**src/rtl/pri_codec_pkg.sv**
```systemverilog
// Shared definitions for both ends of the priority codec path: state encoding,
// code-width limits and the code -> one-hot mapping (bit i <-> code i).
package pri_codec_pkg;

   // Widest code either end supports; the one-hot helper is sized for it.
   localparam int MAX_CODE_W = 8;
   localparam int MAX_LINES  = 1 << MAX_CODE_W;

   // Width of the hold-cycle down counter (HOLD is limited to 1..255).
   localparam int HOLD_CNT_W = 8;

   typedef enum logic {
      ST_IDLE = 1'b0,
      ST_HOLD = 1'b1
   } state_e;

   // Code -> one-hot select. Callers truncate the result to 2**CODE_W lines.
   function automatic logic [MAX_LINES-1:0] onehot(input logic [MAX_CODE_W-1:0] code);
      logic [MAX_LINES-1:0] sel;
      sel       = '0;
      sel[code] = 1'b1;
      return sel;
   endfunction

endpackage

```
**src/rtl/pri_decoder_hold_counter.sv**
```systemverilog
// Hold-cycle down counter: parallel load, decrement that stops at zero, zero flag.
module hold_counter
   import pri_codec_pkg::*;
(
   input  logic                  clk,
   input  logic                  rst,
   input  logic                  load,
   input  logic [HOLD_CNT_W-1:0] load_val,
   input  logic                  dec,
   output logic [HOLD_CNT_W-1:0] cnt,
   output logic                  zero
);

   logic [HOLD_CNT_W-1:0] cnt_q, cnt_d;

   // Load wins over decrement; decrement never wraps below zero.
   always_comb begin
      cnt_d = cnt_q;
      if (load) begin
         cnt_d = load_val;
      end else if (dec && (cnt_q != '0)) begin
         cnt_d = cnt_q - HOLD_CNT_W'(1);
      end
   end

   // Counter register, cleared asynchronously.
   always_ff @(posedge clk or posedge rst) begin
      if (rst) begin
         cnt_q <= '0;
      end else begin
         cnt_q <= cnt_d;
      end
   end

   assign cnt  = cnt_q;
   assign zero = (cnt_q == '0);

endmodule

```
**src/rtl/pri_decoder_hold.sv**
```systemverilog
// Binary code -> registered one-hot select, each select held for HOLD cycles.
// Valid/ready input; a new code is taken only when idle or on the last hold cycle,
// so back-to-back codes produce selects with no gap cycle between them.
module pri_decoder_hold
   import pri_codec_pkg::*;
#(
   parameter int CODE_W = 2,
   parameter int HOLD   = 3,
   parameter int CNT_W  = 8
) (
   input  logic                   clk,
   input  logic                   rst,
   input  logic                   in_valid,
   input  logic [CODE_W-1:0]      in_code,
   output logic                   in_ready,
   output logic [(1<<CODE_W)-1:0] out_onehot,
   output logic                   out_valid,
   output logic                   busy,
   output logic [CNT_W-1:0]       dec_count
);

   localparam int NLINES = 1 << CODE_W;

   if (HOLD < 1 || HOLD > 255 || CODE_W < 1 || CODE_W > MAX_CODE_W) begin : g_bad_param
      $error("pri_decoder_hold: illegal parameters CODE_W=%0d HOLD=%0d", CODE_W, HOLD);
   end

   // Counter reload value: the accept cycle's successor is the first hold cycle.
   localparam logic [HOLD_CNT_W-1:0] HOLD_LOAD = HOLD_CNT_W'(HOLD - 1);

   state_e                state_q, state_d;
   logic [NLINES-1:0]     onehot_q, onehot_d;
   logic [CNT_W-1:0]      count_q, count_d;
   logic [NLINES-1:0]     dec_sel;
   logic                  accept;
   logic                  cnt_load, cnt_dec, cnt_zero;
   logic [HOLD_CNT_W-1:0] hold_cnt;

   hold_counter u_hold_counter (
      .clk      (clk),
      .rst      (rst),
      .load     (cnt_load),
      .load_val (HOLD_LOAD),
      .dec      (cnt_dec),
      .cnt      (hold_cnt),
      .zero     (cnt_zero)
   );

   // Ready depends only on state and counter, never on in_valid.
   assign in_ready = (state_q == ST_IDLE) || ((state_q == ST_HOLD) && cnt_zero);
   assign accept   = in_valid && in_ready;
   assign dec_sel  = NLINES'(onehot(MAX_CODE_W'(in_code)));

   // Next-state, select register and accept counter.
   always_comb begin
      state_d  = state_q;
      onehot_d = onehot_q;
      count_d  = count_q;
      cnt_load = 1'b0;
      cnt_dec  = 1'b0;
      unique case (state_q)
         ST_IDLE: begin
            if (accept) begin
               state_d  = ST_HOLD;
               onehot_d = dec_sel;
               count_d  = count_q + CNT_W'(1);
               cnt_load = 1'b1;
            end
         end
         ST_HOLD: begin
            if (!cnt_zero) begin
               // Still holding: input is ignored even if valid.
               cnt_dec = 1'b1;
            end else if (accept) begin
               // Last hold cycle overlaps with the next accept: no gap.
               onehot_d = dec_sel;
               count_d  = count_q + CNT_W'(1);
               cnt_load = 1'b1;
            end else begin
               state_d  = ST_IDLE;
               onehot_d = '0;
            end
         end
         default: begin
            state_d  = ST_IDLE;
            onehot_d = '0;
         end
      endcase
   end

   // State, select and counter registers; reset clears outputs without a clock.
   always_ff @(posedge clk or posedge rst) begin
      if (rst) begin
         state_q  <= ST_IDLE;
         onehot_q <= '0;
         count_q  <= '0;
      end else begin
         state_q  <= state_d;
         onehot_q <= onehot_d;
         count_q  <= count_d;
      end
   end

   assign out_onehot = onehot_q;
   assign out_valid  = (state_q == ST_HOLD);
   assign busy       = (state_q == ST_HOLD);
   assign dec_count  = count_q;

endmodule
```
**config.mk**
```make
export PLATFORM = sky130hd
export DESIGN_NAME = pri_decoder_hold
export DESIGN_NICKNAME = d
export VERILOG_FILES = /design/src/rtl/pri_codec_pkg.sv /design/src/rtl/pri_decoder_hold_counter.sv /design/src/rtl/pri_decoder_hold.sv
export SDC_FILE = /design/constraint.sdc
export NUM_CORES = 1
export LEC_CHECK = 0
export BUFFER_PORTS_ARGS = -buffer_cell sky130_fd_sc_hd__clkbuf_2
export CAP_MARGIN = 20
export CORE_MARGIN = 2
export CORE_UTILIZATION = 35
export CTS_BUF_LIST = sky130_fd_sc_hd__clkbuf_16
export DETAILED_ROUTE_END_ITERATION = 8
export GPL_TIMING_DRIVEN = 0
export PLACE_DENSITY = 0.58
export SLEW_MARGIN = 40
export SYNTH_ARGS = -nofsm -noshare
export SYNTH_HDL_FRONTEND = slang
export SYNTH_HIERARCHICAL = 1
export SYNTH_SLANG_ARGS = --single-unit
```
**constraint.sdc**
```tcl
create_clock -name clk -period 2.7 [get_ports clk]
set_clock_uncertainty 0.1 [all_clocks]
set_input_delay 0.135 -clock clk [delete_from_list [all_inputs] [get_ports clk]]
set_output_delay 0.135 -clock clk [all_outputs]
set_load 0.05 [all_outputs]
```
==> impl_summary.md <==
Outcome
The flow ran to the end, and the final reports show no timing, DRC or antenna violations.

Global routing
The number of global-route vias before repair is 796. The pin count of the biggest net entering global routing is 14. The residual overflow from global routing is 0.

The first-pass GRT wire length is 3.767 mm. The initial antenna violation count was 0. The total global routing track utilization is 0.1374.

Finish
In the final layout, flip-flops and latches occupy 525.5 um2. Of the cells placed in the final design, the portion with a size suffix greater than 1 is 0.2519. The multi-input combinational cells in the finished layout cover a total of 559.3 um2. The total of fill cells in the finished design is 306.

The repair_antennas step left the layout with diodes totalling 0. The area overhead of the layout relative to synthesis is 23.88%. The net count of the finished layout is 144.

Pwr
Dividing total power by cell area gives a power density of 462.3 mW/mm2. The largest voltage drop on the vdd net is 0.2481 mV. The total net switching power is 125.3 uW.

Of the total power, the share spent switching nets is 0.1952. The internal portion of total power is 516.7 uW. The share of total power dissipated in the clock network is 0.482. The fraction of power consumed by combinational cells is 0.027. The portion of total power attributed to sequential cells is 0.490. The leakage power is 0.6334 nW.

CTS
Counting along the longest clock path gives a buffer depth of 2. TritonCTS built the clock tree. The TritonCTS buffer count is 3. Clock tree synthesis selected as its root buffer the cell sky130_fd_sc_hd__clkbuf_16. The CTS H-tree depth is 1. The clock insertion delay at the later pin of the skew report is 250 ps.

For this design, the sink count on the clock tree is 21. The post-CTS clock slew at the launch and capture registers of the worst setup and hold paths is 60 ps.

Timing
The minimum period implied by the final worst setup slack is 2494 ps. Setup violations remaining at the end of the flow were counted as 0. The worst pin sits at a relative slew slack of 0.5809. The summed negative setup slack over all endpoints is 0 ps. The worst hold margin is 16.25 ps. Based on the critical path, the design can be clocked at up to 400.9 MHz. The transition at the pin with the smallest max-transition slack is 619.9 ps. The post-route fraction of the period consumed by the critical path is 0.9238. The number of hold violations in the final report was 0. The number of max-slew violations in the final report is 0. Setup repair after global routing left no endpoint under its margin.

Critical path
The origin of the critical flop-to-flop path is u_hold_counter/cnt[0]. Of all nets on the critical path, the largest fanout is 10. The maximum cell stage delay along the critical path is 490 ps.

The class of the most critical setup path is register to register. The arrival time of data at the critical path endpoint is 2520 ps. The worst setup path is launched from a register.

The reg-to-reg setup timing slack is 210 ps. The cell with the biggest individual delay on the critical path is sky130_fd_sc_hd__or4b_4. The worst setup path is captured at a register. The most numerous cell type found on the critical path is sky130_fd_sc_hd__inv_1. The number of cells on the worst reg-to-reg path is 11.

The terminus of the critical flop-to-flop path is u_hold_counter/cnt[7]. For the worst setup path, the data required time is 2720 ps. Walking the worst path, the cells encountered are inv_1 > ha_1 > or4b_4 > nor2_1 > nand2b_1 > buf_6 > inv_1 > nor3b_1 > nand4_1 > xor2_1 > o21ai_0.

Synth
The main combinational cell family by area after synthesis is simple AND/OR/NAND/NOR gates. The Yosys step of the flow raised 6 warnings. Averaged over all synthesized cells, the footprint is 10.68 um2. The share of the synthesized area in the top cell type is 0.4688.

After technology mapping, the gate count stands at 105. The most frequently used cell type in the post-synthesis netlist is sky130_fd_sc_hd__dfrtp_1. By area the synthesized netlist is led by sky130_fd_sc_hd__dfrtp_1 47%, sky130_fd_sc_hd__xnor2_1 7.0%, sky130_fd_sc_hd__ha_1 3.3%. In the synthesized netlist, the cells that appear most often are 21 x sky130_fd_sc_hd__dfrtp_1, 10 x sky130_fd_sc_hd__nand2_1, 9 x sky130_fd_sc_hd__xnor2_1, 6 x sky130_fd_sc_hd__inv_1, 5 x sky130_fd_sc_hd__nand4_1. After synthesis, the netlist uses 41 different library cells. The most common flop cell mapped by yosys is sky130_fd_sc_hd__dfrtp_1. Of the total synthesized cell area, the portion taken by XOR and XNOR cells is 0.08594. Of the total synthesized cell area, the portion taken by AND, OR, NAND and NOR gates is 0.2076. The cell taking the most area after synthesis is sky130_fd_sc_hd__dfrtp_1. In this run the cell area of the synthesized design comes to 0.001121 mm2.

In the synthesized netlist the async set-or-reset flop fraction comes to 1.000. Of the total synthesized cell area, the portion taken by full adders, half adders and majority gates is 0.03348. The proportion of synthesized area in mux cells is 0.03237.

The post-synthesis compound-gate area fraction is 0.1127. The register bit total from synthesis is 21. In this run, synthesis inferred 0 flip-flops with an integrated enable. Of the synthesized area, sequential elements account for 0.4688.

Drt
In the routed design, unresolved DRC markers number 0. The first TritonRoute pass finished after 4 iterations. The routed design has 2.161 mm of wire. The number of vias per cell after detailed routing is 4.704.

The routed wirelength normalized by instance count is 12.07 um. After the first detailed-routing iteration, the DRC count stood at 17. The number of routed nets with antenna violations is 0. The routed layout has 842 vias.

Floorplan
The die height is 60.60 um. The area of the core is 0.003053 mm2. The die outline area is 0.003672 mm2. The initial utilization of the core area, before any placement, comes to 0.3672. The floorplan has 20 rows. The chip width is 60.60 um. The number of primary I/O pins is 20.

Placement
The post-detailed-placement half-perimeter wirelength is 1.625 mm. The number of buffer cells added on primary ports is 18. At the end of routability-driven placement, the weighted congestion stood at 0.7844.

Run
The max capacitance violation total is 0.

Worst hold path
The worst hold path begins at in_code[1]. The path category of the worst min-delay check is input port to register. Along the worst hold path, the cell count comes to 2. For hold timing, the worst endpoint is out_onehot[0].
-- critical path: cells and delay by family (launching register included) --
family / cells / cell delay [ps]
AOI/OAI and AO/OA: 1 / 100
buffers and inverters: 3 / 350
and+or+nand+nor: 5 / 1120
DFF: 1 / 380
adders and majority gates: 1 / 170
xor gates and xnor gates: 1 / 140
-- registers in the layout, summed over array words and instances (netlist names) --
name                cells
busy                    1
u_hold_counter/cnt      8
dec_count               8
out_onehot              4
-- power groups by stage --
stage / Sequential, mW / Combinational, mW / Clock, mW
after global placement: 0.320 / 0.0154 / 0
after floorplan: 0.320 / 0.00952 / 0
after detailed placement: 0.320 / 0.0157 / 0
after CTS: 0.315 / 0.0179 / 0.316
after global routing: 0.314 / 0.0204 / 0.336
final: 0.315 / 0.0175 / 0.310
-- cells in the final DEF, fill, tap and decap left out, drive strengths merged, types with 2 or more instances in the layout --
cell type,Yosys,final
nand2,11,11
a32o,2,2
conb,2,8
dfrtp,21,21
ha,3,3
nand2b,2,2
and2,2,2
o31ai,3,3
clkbuf,1,22
inv,7,8
mux2,2,2
dlygate4sd3,0,2
nor2,2,2
buf,3,3
xor2,2,2
xnor2,9,9
and4,2,2
nand4,5,5
o21ai,8,8
nand3,3,3
-- metrics by stage --
stage | util | area, um2 | setup WS, ps | total power, mW | std cells
after global routing | 0.4549 | 1389 | 32.08 | 0.6704 | 179
after global placement | 0.4221 | 1289 | 141.0 | 0.3359 | 173
after detailed placement | 0.4221 | 1289 | 71.96 | 0.3362 | 173
after floorplan | - | 1144 | 328.3 | 0.3300 | 111
final | 0.4549 | 1389 | 205.6 | 0.6420 | 179
after CTS | 0.4545 | 1388 | 58.87 | 0.6484 | 179
-- how the worst max path moves through the flow --
stage / start / endpoint / slack [ps]
after floorplan: u_hold_counter/cnt[0] / u_hold_counter/cnt[7] / 330
after global placement: u_hold_counter/cnt[0] / u_hold_counter/cnt[5] / 140
after detailed placement: u_hold_counter/cnt[0] / u_hold_counter/cnt[7] / 70
after CTS: u_hold_counter/cnt[0] / u_hold_counter/cnt[7] / 60
after global routing: u_hold_counter/cnt[0] / u_hold_counter/cnt[5] / 30
final: u_hold_counter/cnt[0] / u_hold_counter/cnt[7] / 210
-- final cells by class --
class	count	area share
Multi-Input combinational cell	79	0.4027
Timing Repair Buffer	20	0.07928
Buffer	4	0.02072
Sequential cell	21	0.3784
Clock buffer	3	0.05405
Clock inverter	1	0.002703
Inverter	7	0.02252
Tap cell	44	0.03964
-- kinds of logic (layout without fill, tap and decap cells) --
group,after synthesis,count (layout)
DFF,21,21
other,2,8
AOI/OAI and AO/OA,18,18
and+or+nand+nor,36,36
buffers and inverters,11,35
muxes,3,3
xor gates and xnor gates,11,11
adders and majority gates,3,3
-- timing repair --
item                                    in CTS  in global routing
hold buffers                                 2                  0
setup buffers                                0                  0
endpoints found under the hold margin       22                  0
endpoints found under the setup margin       0                  4
resized for setup                            0                  2
-- metal layers --
layer	track usage	vias to the layer above	routed length [um]
met5	0	-	0
met4	0.05590	0	27
met3	0.01919	4	83
met2	0.2104	21	1036
met1	0.1957	394	1014
li1	-	423	-
Note: power is estimated with default switching activity, not from simulation.
